## config.mk

```make
export PLATFORM = sky130hd
export DESIGN_NAME = sqw_div_sequencer
export DESIGN_NICKNAME = d
export VERILOG_FILES = /design/src/rtl/sqw_div_sequencer.sv
export SDC_FILE = /design/constraint.sdc
export NUM_CORES = 1
export LEC_CHECK = 0
export CAP_MARGIN = 20
export CELL_PAD_IN_SITES_DETAIL_PLACEMENT = 0
export CELL_PAD_IN_SITES_GLOBAL_PLACEMENT = 1
export CORE_ASPECT_RATIO = 0.5
export CORE_MARGIN = 2
export CORE_UTILIZATION = 41
export DETAILED_ROUTE_END_ITERATION = 16
export MAX_ROUTING_LAYER = met4
export PLACE_DENSITY = 0.84
export SLEW_MARGIN = 5
export SYNTH_ARGS = -nofsm -noshare
export SYNTH_HDL_FRONTEND = slang
export SYNTH_SLANG_ARGS = --single-unit
```

## constraint.sdc

```tcl
create_clock -name clk -period 7.05 [get_ports clk]
set_clock_uncertainty 0.05 [all_clocks]
set_input_delay 2.115 -clock clk [delete_from_list [all_inputs] [get_ports clk]]
set_output_delay 2.115 -clock clk [all_outputs]
set_load 0.1 [all_outputs]
```

## src/rtl/sqw_div_sequencer.sv

```systemverilog
// Turns a frequency/duty request into period and high-time clock counts by
// sequencing three passes through a shared external multicycle divider.
module sqw_div_sequencer #(
    parameter int unsigned CLK_HZ   = 50_000_000,
    parameter int unsigned DIV_WAIT = 4
) (
    input  logic        clk,
    input  logic        rst_n,
    input  logic        start,
    input  logic [31:0] freq,
    input  logic [6:0]  duty,
    output logic        busy,
    output logic        done,
    output logic        err,
    output logic [31:0] period,
    output logic [31:0] high_cnt,
    output logic [31:0] div_a,
    output logic [31:0] div_b,
    input  logic [31:0] div_q,
    input  logic [31:0] div_r
);

    typedef enum logic [2:0] {
        S_IDLE,
        S_DIV1,
        S_DIV2,
        S_DIV3,
        S_DONE
    } state_t;

    localparam logic [3:0]  WAIT_LAST = 4'(DIV_WAIT - 1);
    localparam logic [31:0] CLK_WORD  = 32'(CLK_HZ);

    state_t      state_reg, state_next;
    logic [3:0]  cnt_reg, cnt_next;
    logic [31:0] f_reg, f_next;
    logic [6:0]  d_reg, d_next;
    logic [31:0] p_reg, p_next;
    logic [31:0] pq_reg, pq_next;
    logic [31:0] pr_reg, pr_next;
    logic [31:0] period_reg, period_next;
    logic [31:0] high_reg, high_next;
    logic        err_reg, err_next;
    logic        wait_last;
    logic [31:0] d_word;

    assign wait_last = (cnt_reg == WAIT_LAST);
    assign d_word    = {25'd0, d_reg};

    always_ff @(posedge clk or negedge rst_n) begin
        if (!rst_n) begin
            state_reg  <= S_IDLE;
            cnt_reg    <= '0;
            f_reg      <= '0;
            d_reg      <= '0;
            p_reg      <= '0;
            pq_reg     <= '0;
            pr_reg     <= '0;
            period_reg <= '0;
            high_reg   <= '0;
            err_reg    <= 1'b0;
        end else begin
            state_reg  <= state_next;
            cnt_reg    <= cnt_next;
            f_reg      <= f_next;
            d_reg      <= d_next;
            p_reg      <= p_next;
            pq_reg     <= pq_next;
            pr_reg     <= pr_next;
            period_reg <= period_next;
            high_reg   <= high_next;
            err_reg    <= err_next;
        end
    end

    always_comb begin
        state_next  = state_reg;
        cnt_next    = '0;
        f_next      = f_reg;
        d_next      = d_reg;
        p_next      = p_reg;
        pq_next     = pq_reg;
        pr_next     = pr_reg;
        period_next = period_reg;
        high_next   = high_reg;
        err_next    = err_reg;
        div_a       = '0;
        div_b       = '0;

        case (state_reg)
            S_IDLE: begin
                if (start) begin
                    f_next = freq;
                    d_next = (duty > 7'd100) ? 7'd100 : duty;
                    if (freq == 32'd0) begin
                        state_next  = S_DONE;
                        period_next = '0;
                        high_next   = '0;
                        err_next    = 1'b1;
                    end else begin
                        state_next = S_DIV1;
                    end
                end
            end
            S_DIV1: begin
                div_a = CLK_WORD;
                div_b = f_reg;
                if (wait_last) begin
                    p_next = div_q;
                    if (div_q == 32'd0) begin
                        state_next  = S_DONE;
                        period_next = '0;
                        high_next   = '0;
                        err_next    = 1'b1;
                    end else begin
                        state_next = S_DIV2;
                    end
                end else begin
                    cnt_next = cnt_reg + 4'd1;
                end
            end
            S_DIV2: begin
                div_a = p_reg;
                div_b = 32'd100;
                if (wait_last) begin
                    pq_next    = div_q;
                    pr_next    = div_r;
                    state_next = S_DIV3;
                end else begin
                    cnt_next = cnt_reg + 4'd1;
                end
            end
            S_DIV3: begin
                // Split p*d/100 as (p/100)*d + ((p%100)*d)/100 so nothing overflows 32 bits.
                div_a = pr_reg * d_word;
                div_b = 32'd100;
                if (wait_last) begin
                    period_next = p_reg;
                    high_next   = pq_reg * d_word + div_q;
                    err_next    = 1'b0;
                    state_next  = S_DONE;
                end else begin
                    cnt_next = cnt_reg + 4'd1;
                end
            end
            S_DONE: begin
                state_next = S_IDLE;
            end
            default: begin
                state_next = S_IDLE;
            end
        endcase
    end

    assign busy     = (state_reg == S_DIV1) || (state_reg == S_DIV2) || (state_reg == S_DIV3);
    assign done     = (state_reg == S_DONE);
    assign err      = err_reg;
    assign period   = period_reg;
    assign high_cnt = high_reg;

endmodule
```

== Word-level counts from Yosys, hierarchy flattened ==
Cells that the tools add are included.
Storage, ports and cells
  bits in registers: 207
  latch bits: 0
  RAM bits: 0
  ROM bits: 0
  bits of input ports: 106
  word-level logic and storage cells: 65
  memories: 0
Operators by class
  add/subtract/negate cells: 2
  multipliers: 2
  div/mod/pow operators: 0
  order comparisons: 1
  equality and inequality tests: 11
  shift-type cells: 0
  multiplexer cells: 26
  bitwise gates (word level): 0
  reduce and logical (&&, ||, !) cells: 13
Operator list (count)
  32-bit case mux with 3 select lines: 3
  32-bit two-way mux: 6
  32-bit logical NOT: 2
  32-bit by 7-bit multiplier with 32-bit output: 2
  32-bit case mux with 2 select lines: 1
  32-bit adder: 1
  3-bit two-way mux: 6
  2-bit inequality test (second input constant): 6
  3-bit case mux with 4 select lines: 1
  4-bit two-way mux: 2
  7-bit > comparator (second input constant): 1
  7-bit two-way mux: 1
  3-bit by 2-bit == test with 1-bit output (second input constant): 2
  2-bit AND reduction: 3
  6-bit AND reduction: 1
  1-bit two-way mux: 5
  4-bit by 1-bit adder with 4-bit output (second input constant): 1
  4-bit by 2-bit == test with 1-bit output (second input constant): 1
  4-bit AND reduction: 1
  3-bit by 1-bit == test with 1-bit output (second input constant): 1
  3-bit == test (second input constant): 1
  3-bit logical NOT: 1
  1-bit case mux with 3 select lines: 1
  3-bit nonzero test: 1
  3 further kinds: 4

== Logic depth before layout (Yosys ltp) ==
  depth in word-level cells: 4
  gate-level depth with buffers: 20
  depth with buffers taken out: 18

== Least setup slack after synthesis ==
OpenSTA, ideal clock, no wires.
  path type: reg2out
  from: reg d_reg[3]
  to: out div_a[23]
  arrival: 6.907 ns
  required time: 4.885 ns
  path slack: -2.022 ns
  stages on the path, launching flop included: 19
  cell sequence: dfrtp_1 -> clkbuf_1 -> clkbuf_1 -> and2_1 -> fa_1 -> fa_1 -> fa_1 -> inv_1 -> fa_1 -> inv_1 -> ha_1 -> a2111oi_2 -> o21ai_1 -> a32oi_2 -> o311ai_2 -> o41ai_2 -> o21ai_1 -> xnor2_1 -> a211oi_1
Between the ends
  longest elaborated chain between the ends: 2
RTL lines
  start: declaration: line 37  | logic [6:0] d_reg, d_next;
  start signal: assignment: line 66  | d_reg <= d_next;
  32-bit by 7-bit multiplier with 32-bit output: line 135  | div_a = pr_reg * d_word;
  32-bit case mux with 3 select lines: line 90  | case (state_reg)
  end: declaration: line 17  | output logic [31:0] div_a,
Every way passes these cells.

== Worst setup path in the final report ==
  from: reg d_reg[5]
  to: out div_a[31]
Same word-level chain as after synthesis.

==> impl_metrics.csv <==
group,metric,value,unit
placed_design,placed_cells,3315,
sta,period_minus_slack,7.857,ns
sta,rsz0062_at_grt,"true",
detailed_routing,wl_per_cell,18.93,µm
finish,finalNonFillerCells,3374,
clocking,cts_hold_buf,0,
sta,final.period_utilization,1.115,
placed_design,hpwl,50370,µm
synth,async_flop_share,1.000,
sta,worst_slack,-0.8074,ns
grt,antenna_found_initial,5,
floorplanning,rows,58,
finish,multi_input_area,15310,µm²
job,maxCapViolCount,0,
sta,fmax,127.3,MHz
grt,grt-ovfl-total,0,
synth,syn_avg_cell_area,9.078,µm²
critical_path,cp_cell_sequence,"buf_12, and2_4, fa_1, fa_1, fa_1, inv_1, fa_1, inv_2, ha_4, a2111oi_4, o21ai_2, a32oi_4, buf_6, o21ai_4, a221oi_2, buf_4, a22oi_2, xnor2_2, o21ai_4, buf_12",
sta,finalHoldViolCount,0,
floorplanning,chipHeight,164.5,µm
critical_path,cp.required,4.89,ns
placed_design,port_buffers,236,
synth,synthTopCellsByArea,"fa_1, dfrtp_1, and2_1, nand2_1, inv_1",
synth,synth_top_area_frac,0.2785,
grt,grt_pass1_vias,18367,
detailed_routing,drc,0,
clocking,insertion_delay,0.58,ns
synth,synthCells,2328,
detailed_routing,vias_per_cell,5.142,
critical_path,arrival,5.69,ns
min_path,hp-class,"flop to flop",
run_status,status,"finished, violations left",
critical_path,critPathSlowestCell,"fa_1",
critical_path,endpoint_kind,"output port",
floorplanning,start_util,0.4178,
run_status,violations,"negative setup slack",
clocking,clk_path_buf_depth,3,
floorplanning,core,50580,µm²
synth,synth_ff_type,"dfrtp_1",
critical_path,cp_num_buf_inv,6,
clocking,cts_sinks,207,
synth,synthesis.area,21130,µm²
grt,grt_pass1_wl,101200,µm
critical_path,start_kind,"flop",
synth,yosysUniqueCellTypes,70,
grt,grt_usage,0.2521,
floorplanning,die_area,53490,µm²
synth,yosys-top-cells-count,"nand2_1, inv_1, fa_1",
finish,layout-drive-gt1-share,0.1612,
detailed_routing,firstDrtPassIters,5,
placed_design,place.gp.congestion,0.9554,
finish,fillers,4599,
synth,syn_nets,2808,
clocking,numCtsBuffers,23,
detailed_routing,wl,63860,µm
clocking,cts-htree-levels,1,
sta,tightest_slew,1.086,ns
finish,layout.nets,3143,
sta,setup_viol,23,
synth,synth-edff-count,0,
sta,slew_violations,0,
critical_path,critical_path.most_common_cell,"fa_1",
detailed_routing,first_iter_violations,1128,
clocking,cts_tree,"yes",
synth,ys_seq_elements,207,
critical_path,critical_path_class,"flop to output port",
floorplanning,ios,237,
synth,ys_seq_area_frac,0.2451,
critical_path,worst_path_dominant_cell_family,"adder cells",
critical_path,worstPathMaxFanout,11,
clocking,clk_pin_slew,0.09,ns
synth,synth_top_cell_by_area,"fa_1",
synth,yosys_warnings,0,
sta,maxSlewHeadroom,0.2737,
grt,grt_start_max_net_pins,121,
detailed_routing,via_count,17349,
finish,area_growth,30.18,%
critical_path,slowest_delay,0.52,ns
finish,fin_util,0.5439,
finish,final-seq-area,5182,µm²
clocking,cts_root_buf,"clkbuf_16",
sta,setup_tns,-13.55,ns
detailed_routing,ant_nets,0,
synth,yosysMostFrequentCell,"nand2_1",
placed_design,place_ws,-0.3105,ns
floorplanning,fp.dieW,325.1,µm
logic make-up (layout without fill, tap and decap cells):
group / count (synthesis) / in the layout / synth area share
AND/OR/NAND/NOR: 873 / 873 / 0.1988
buffers and inverters: 432 / 784 / 0.07767
adder cells (fa/ha/maj): 374 / 374 / 0.3259
AO/OA/AOI/OAI: 327 / 327 / 0.09952
flip-flops: 207 / 207 / 0.2451
XOR/XNOR: 68 / 68 / 0.02818
multiplexers: 47 / 47 / 0.02487
other: 0 / 4 / 0
path summary, 6_finish.rpt:
kind / cells past startpoint / from / to / slack [ns]
min in group asynchronous: 1 / rst_n / f_reg[4] / 1.37
max reg2reg: 21 / d_reg[2] / high_cnt[31] / 1.25
min: 2 / f_reg[19] / f_reg[19] / 0.41
min reg2reg: 2 / f_reg[19] / f_reg[19] / 0.41
max in group asynchronous: 3 / rst_n / pq_reg[19] / 4.01
max: 20 / d_reg[5] / div_a[31] / -0.81
per-stage QoR:
| step | instance area, µm² | hold slack, ns |
|---|---|---|
| floorplan | 21600 | 0.3874 |
| global placement | 25970 | 0.3994 |
| detailed placement | 25970 | 0.4036 |
| CTS | 27120 | 0.4201 |
| global route | 27510 | 0.4392 |
| finish | 27510 | 0.4135 |
area by class of cell:
class	count	area share
diodes	4	0.0003638
clock buffers	26	0.02242
repair buffers	411	0.1503
well taps	690	0.03138
clock inverters	16	0.005548
multi-input cells	1689	0.5565
flip-flops and latches	207	0.1884
inverters	331	0.04516
repair_timing:
item                                   4_1_cts  5_1_grt
cloned                                       0        0
pin swaps                                   55       39
setup endpoints to repair                   25       26
endpoints found under the hold margin        0        0
setup buffers                               12       11
gates resized for setup                     73       52
worst reg2reg max path, delay by kind of cell, from the launching register on:
| kind | cells | cell delay (ns) |
|---|---|---|
| AO/OA/AOI/OAI | 7 | 1.65 |
| AND/OR/NAND/NOR | 1 | 0.20 |
| adder cells (fa/ha/maj) | 5 | 2.33 |
| flip-flops | 1 | 0.41 |
| buffers and inverters | 7 | 0.93 |
| XOR/XNOR | 1 | 0.16 |
routing by layer:
layer  global-route usage  up-vias  share of wire
met2               0.4160      419           0.49
met1               0.3170     8846           0.42
met4              0.08396        0          0.036
li1                     -     7953              -
met3              0.04456      131          0.057
met5                    -        -              0
layout by cell type, fill, tap and decap left out, drive strengths merged, types with 11 or more instances in the layout:
| master | instances |
|---|---|
| nand2 | 464 |
| inv | 337 |
| fa | 294 |
| and2 | 284 |
| dfrtp | 207 |
| buf | 207 |
| clkdlybuf4s50 | 203 |
| o21ai | 137 |
| ha | 80 |
| a21oi | 64 |
| mux2 | 44 |
| nor2 | 43 |
| xnor2 | 41 |
| clkbuf | 27 |
| xor2 | 27 |
| a22o | 24 |
| nor4 | 18 |
| a21o | 17 |
| a211oi | 16 |
| nor3 | 14 |
| o31ai | 11 |
Power is not shown: default switching activity piles up to over one toggle a cycle in this logic, so the estimate is an artifact.
